File: src/rtl/rnn_pkg.sv
// Shared widths, fixed-point types and FSM encoding for the RNN mat-vec MAC block.
package rnn_pkg;
  localparam int DW        = 16;
  localparam int FRAC_BITS = 8;
  localparam int N_IN      = 4;
  localparam int N_OUT     = 32;

  localparam int ROW_W = $clog2(N_IN);
  localparam int COL_W = $clog2(N_OUT);
  localparam int PH_W  = $clog2(N_IN + 1);
  localparam int ACC_W = 2 * DW + $clog2(N_IN);

  typedef logic signed [DW-1:0]    fx_t;
  typedef logic signed [ACC_W-1:0] acc_t;

  typedef enum logic [1:0] {
    IDLE = 2'd0,
    RUN  = 2'd1,
    OUT  = 2'd2
  } state_t;
endpackage

File: src/rtl/rnn_mac_unit.sv
// Signed multiply-accumulate with clear, Q-format rescale and wrap (default) or
// saturation to DW bits when RNN_MAC_SAT_EN is defined.
module rnn_mac_unit
  import rnn_pkg::*;
(
  input  logic clk,
  input  logic rst_n,
  input  logic i_clr,
  input  logic i_en,
  input  fx_t  i_x,
  input  fx_t  i_w,
  output fx_t  o_res
);

  acc_t                   r_acc;
  acc_t                   w_acc_next;
  logic signed [2*DW-1:0] w_prod;

`ifdef RNN_MAC_SAT_EN
  localparam acc_t SAT_MAX = {{(ACC_W-DW+1){1'b0}}, {(DW-1){1'b1}}};
  localparam acc_t SAT_MIN = {{(ACC_W-DW+1){1'b1}}, {(DW-1){1'b0}}};
`endif

  function automatic fx_t fit(input acc_t a);
`ifdef RNN_MAC_SAT_EN
    if (a > SAT_MAX)      return {1'b0, {(DW-1){1'b1}}};
    else if (a < SAT_MIN) return {1'b1, {(DW-1){1'b0}}};
    else                  return a[DW-1:0];
`else
    return a[DW-1:0];
`endif
  endfunction

  assign w_prod = i_x * i_w;

  always_comb begin
    w_acc_next = r_acc;
    if (i_clr)
      w_acc_next = '0;
    else if (i_en)
      w_acc_next = r_acc + {{(ACC_W-2*DW){w_prod[2*DW-1]}}, w_prod};
  end

  always_ff @(posedge clk or negedge rst_n) begin
    if (!rst_n) r_acc <= '0;
    else        r_acc <= w_acc_next;
  end

  // Result is taken from the next-state accumulator so the final product is
  // included when the top registers it on the RUN->OUT transition.
  assign o_res = fit(w_acc_next >>> FRAC_BITS);

endmodule

File: src/rtl/rnn_matvec_mac.sv
// y = x * W over a 1-cycle-latency weight port, one column at a time, results
// streamed under valid/ready. Optional output saturation: RNN_MAC_SAT_EN.
module rnn_matvec_mac
  import rnn_pkg::*;
(
  input  logic               clk,
  input  logic               rst_n,
  input  logic               in_valid,
  output logic               in_ready,
  input  logic [N_IN*DW-1:0] in_x,
  output logic               w_rd_en,
  output logic [ROW_W-1:0]   w_row,
  output logic [COL_W-1:0]   w_col,
  input  logic [DW-1:0]      w_rdata,
  output logic               out_valid,
  input  logic               out_ready,
  output logic [DW-1:0]      out_data,
  output logic [COL_W-1:0]   out_idx,
  output logic               out_last,
  output logic               busy
);

  state_t           r_state;
  fx_t              r_x [N_IN];
  logic [COL_W-1:0] r_j;
  logic [PH_W-1:0]  r_c;
  logic             r_out_valid;
  logic [DW-1:0]    r_out_data;
  logic             r_out_last;

  logic             w_accept;
  logic             w_out_hs;
  logic             w_last_col;
  logic             w_last_ph;
  logic             w_mac_clr;
  logic             w_mac_en;
  logic [ROW_W-1:0] w_xsel;
  fx_t              w_res;

  assign w_accept   = (r_state == IDLE) && in_valid && rst_n;
  assign w_out_hs   = (r_state == OUT) && out_ready;
  assign w_last_col = (r_j == COL_W'(N_OUT - 1));
  assign w_last_ph  = (r_c == PH_W'(N_IN));
  assign w_mac_clr  = w_accept || (w_out_hs && !w_last_col);
  assign w_mac_en   = (r_state == RUN) && (r_c != '0);
  // Data read at phase c-1 arrives at phase c, so pair it with x[c-1].
  assign w_xsel     = r_c[ROW_W-1:0] - ROW_W'(1);

  assign in_ready  = rst_n && (r_state == IDLE);
  assign busy      = (r_state != IDLE);
  assign w_rd_en   = (r_state == RUN) && (r_c < PH_W'(N_IN));
  assign w_row     = w_rd_en ? r_c[ROW_W-1:0] : '0;
  assign w_col     = w_rd_en ? r_j : '0;
  assign out_valid = r_out_valid;
  assign out_data  = r_out_data;
  assign out_idx   = r_j;
  assign out_last  = r_out_last;

  rnn_mac_unit u_mac (
    .clk   (clk),
    .rst_n (rst_n),
    .i_clr (w_mac_clr),
    .i_en  (w_mac_en),
    .i_x   (r_x[w_xsel]),
    .i_w   (w_rdata),
    .o_res (w_res)
  );

  always_ff @(posedge clk) begin
    if (w_accept)
      for (int i = 0; i < N_IN; i++) r_x[i] <= in_x[i*DW +: DW];
  end

  always_ff @(posedge clk or negedge rst_n) begin
    if (!rst_n) begin
      r_state     <= IDLE;
      r_j         <= '0;
      r_c         <= '0;
      r_out_valid <= 1'b0;
      r_out_data  <= '0;
      r_out_last  <= 1'b0;
    end else begin
      case (r_state)
        IDLE: begin
          if (w_accept) begin
            r_state <= RUN;
            r_j     <= '0;
            r_c     <= '0;
          end
        end
        RUN: begin
          if (w_last_ph) begin
            r_state     <= OUT;
            r_out_valid <= 1'b1;
            r_out_data  <= w_res;
            r_out_last  <= w_last_col;
          end else begin
            r_c <= r_c + PH_W'(1);
          end
        end
        OUT: begin
          if (out_ready) begin
            r_out_valid <= 1'b0;
            r_out_last  <= 1'b0;
            if (w_last_col) begin
              r_state <= IDLE;
            end else begin
              r_state <= RUN;
              r_j     <= r_j + COL_W'(1);
              r_c     <= '0;
            end
          end
        end
        default: r_state <= IDLE;
      endcase
    end
  end

endmodule

File: config.mk
export PLATFORM = sky130hd
export DESIGN_NAME = rnn_matvec_mac
export DESIGN_NICKNAME = d
export VERILOG_FILES = /design/src/rtl/rnn_pkg.sv /design/src/rtl/rnn_mac_unit.sv /design/src/rtl/rnn_matvec_mac.sv
export SDC_FILE = /design/constraint.sdc
export NUM_CORES = 1
export LEC_CHECK = 0
export ABC_AREA = 1
export CELL_PAD_IN_SITES_DETAIL_PLACEMENT = 1
export CELL_PAD_IN_SITES_GLOBAL_PLACEMENT = 1
export CORE_AREA = 2 2 175 177
export DETAILED_ROUTE_END_ITERATION = 16
export DIE_AREA = 0 0 177 179
export GPL_TIMING_DRIVEN = 0
export PLACE_DENSITY = 0.87
export SYNTH_ARGS = -nofsm -noshare
export SYNTH_HDL_FRONTEND = slang
export SYNTH_SLANG_ARGS = --single-unit
File: constraint.sdc
create_clock -name clk -period 9.8 [get_ports clk]
set_clock_uncertainty 0.05 [all_clocks]
set_input_delay 2.45 -clock clk [delete_from_list [all_inputs] [get_ports clk]]
set_output_delay 2.45 -clock clk [all_outputs]
set_load 0.05 [all_outputs]
==> impl_metrics.tcl <==
set metrics [dict create \
    outcome "finished clean" \
    grt_pass1_vias 13200 \
    vias 11500 \
    yosys.area.top_type_share_pct 27.7 \
    synthArstFlopShare_pct 44.8 \
    slew_violations 0 \
    fmax_mhz 104 \
    clk_pin_slew_ns 0.06 \
    drt_wl_total_microns 45100 \
    yosysUniqueCellTypes 56 \
    r2r-end "out_data[15]" \
    drtPass1Iterations 7 \
    synth_top_family_by_area "adder cells" \
    die_area_sq_mm 0.0317 \
    drt-met1-wl_microns 17400 \
    num_rows 64 \
    start_util_pct 45.2 \
    wl_met3_microns 2520 \
    clock_latency_ns 0.44 \
    syn_inst 1583 \
    synth-edff-count 64 \
    synth_compound_area_share_pct 5.60 \
    syn-num-nets 1955 \
    regToRegStartpoint "r_c[0]" \
    cts_buffers 17 \
    multi_input_area_sq_mm 0.00895 \
    nets 2102 \
    nFillCells 3553 \
    yosysTopAreaCell "fa_1" \
    synthTopCellsByArea "fa_1, edfxtp_1, dfrtp_1" \
    grt_usage_pct 29.3 \
    synthTopCellsByCount "inv_1, nand2_1, fa_1" \
    slowest_delay_ns 0.58 \
    hold_class "reg -> reg" \
    dr.first_iter.drc_count 664 \
    ys_warn_count 0 \
    crit_required_ns 10.07 \
    setup_viol 0 \
    ant_nets 0 \
    drt-wirelength-per-cell_microns 21.1 \
    cts.path.max_buffers 2 \
    grt-ovfl-total 0 \
    core_region_area_sq_mm 0.0300 \
    critPathSlowestCell "fa_1" \
    ff2ff_path_depth 41 \
    syn-cell-area_sq_mm 0.0136 \
    grt_first_pass_wirelength_microns 70100 \
    drive_gt1_share_pct 10.2 \
    grt_max_degree 41 \
    ctsHoldBuffers 0 \
    cts_tree "built" \
    top_layer_used "met4" \
    muxShareOfSynthArea_pct 0.0830 \
    ys.flop_type "edfxtp_1" \
    crit_end "out_data[15]" \
    synth_seq_cells 116 \
    drv_cap 0 \
    cp_max_fo 10 \
    synth_xor_area_share_pct 1.99 \
    viasPerCell 5.39 \
    antenna_found_initial 1 \
    place_congestion 0.889 \
    cp-end-kind "flop" \
    hold_viol 0 \
    start_kind "input pin" \
    worst_slack_ns 0.185 \
    register_area_sq_mm 0.00322 \
    synthAdderAreaFrac_pct 37.0 \
    drc 0 \
    period_share_pct 98.1 \
    finalNonFillerCells 2140 \
    hpwl_microns 35400 \
    period_minus_slack_ns 9.61 \
    critPathKind "in -> reg" \
    htree_levels 4 \
    syn_avg_cell_area_sq_um 8.57 \
    ys_seq_area_share_pct 23.8 \
    io_buffers 113 \
    relSlewSlack_pct 44.7 \
    area_delta_synth_final_pct 19.6 \
    crit_arrival_ns 9.89 \
    clock_sinks 116 \
    synth-simple-area-share_pct 20.3 \
    met2WireLength_microns 23600 \
    crit_top_cell "fa_1" \
    synth_most_common_cell "inv_1" \
    pre_cts_ws_ns -1.17 \
    die_h_microns 179 \
    placed_cells_incl_taps 2094 \
    tightest_slew_ns 0.828 \
    pin_count 117 \
    regToRegSetupSlack_ns 0.45 \
    cts_root_buf "clkbuf_16" \
    die_x_microns 177 \
    startpoint "w_rdata[5]" \
]
-- layout make-up --
class / count / area share [%]
Antenna cell: 1 / 0.0154
Buffer: 30 / 1.53
Clock buffer: 18 / 2.64
Clock inverter: 14 / 1.51
Inverter: 356 / 8.34
Multi-Input combinational cell: 1079 / 55.2
Sequential cell: 116 / 19.9
Tap cell: 396 / 3.05
Timing Repair Buffer: 130 / 7.89
-- sequential cells by signal (all words and copies together) (netlist names) --
name	cells
out_idx	5
out_valid	1
out_data	16
out_last	1
u_mac.r_acc	24
r_c	3
r_x	64
r_state	2
-- cells in the final DEF (no fill, tap or decap), drive strengths merged, types with 3 or more instances in the layout --
cell type / instances
nand2: 366
inv: 354
fa: 188
nor2: 167
clkdlybuf4s50: 101
ha: 100
edfxtp: 64
nand3: 59
a21oi: 54
dfrtp: 52
o21ai: 51
buf: 35
clkbuf: 34
xor2: 18
xnor2: 12
nand4: 12
clkinv: 9
or2: 7
nor3: 6
bufinv: 6
a31oi: 6
a21o: 5
dlymetal6s2s: 5
nand3b: 4
o211ai: 3
a32o: 3
dlygate4sd2: 3
o21bai: 3
nor4: 3
-- through the flow --
stage	utilization, %	TNS [ns]	instance area, sq um	hold WS (ns)
after detailed placement	50.7	-12.45	15200	0.422
after CTS	53.4	0	16000	0.442
after global placement	50.6	-8.07	15200	0.416
after floorplan	-	0	13600	0.409
after global routing	54.0	-0.173	16200	0.462
final	54.0	0	16200	0.435
-- metal layers --
layer / global-route usage (%) / up-vias
met1: 34.9 / 5895
met2: 52.6 / 393
met3: 4.56 / 105
met4: 12.4 / 0
li1: - / 5134
met5: 0 / -
-- worst min path at each step --
stage | start | endpoint | slack (ns) | depth (start not counted)
after floorplan | u_mac.r_acc[4] | u_mac.r_acc[4] | 0.41 | 2
after global placement | out_valid | out_valid | 0.42 | 2
after detailed placement | out_data[9] | out_data[9] | 0.42 | 2
after CTS | out_data[0] | out_data[0] | 0.44 | 2
after global routing | out_valid | out_valid | 0.46 | 2
final | out_data[0] | out_data[0] | 0.44 | 2
-- worst max-delay path: cells and delay by family --
family / cells / cell delay (ns)
AND/OR/NAND/NOR: 11 / 1.32
XOR/XNOR: 1 / 0.23
buffers and inverters: 9 / 1.15
AO/OA/AOI/OAI: 4 / 0.86
adder cells (fa/ha/maj): 8 / 3.83
-- logic make-up after synthesis --
| kind of cell | after synthesis |
|---|---|
| XOR/XNOR | 30 |
| flip-flops | 116 |
| buffers and inverters | 388 |
| adder cells (fa/ha/maj) | 288 |
| AO/OA/AOI/OAI | 134 |
| multiplexers | 1 |
| AND/OR/NAND/NOR | 626 |
-- repair_timing --
action / CTS / global route
gates cloned: 0 / 0
setup buffers: 6 / 9
pin swaps: 6 / 17
setup endpoints to repair: 14 / 11
resized for setup: 45 / 46
Power is not shown: default switching activity piles up to over one toggle a cycle in this logic, so the estimate is an artifact.
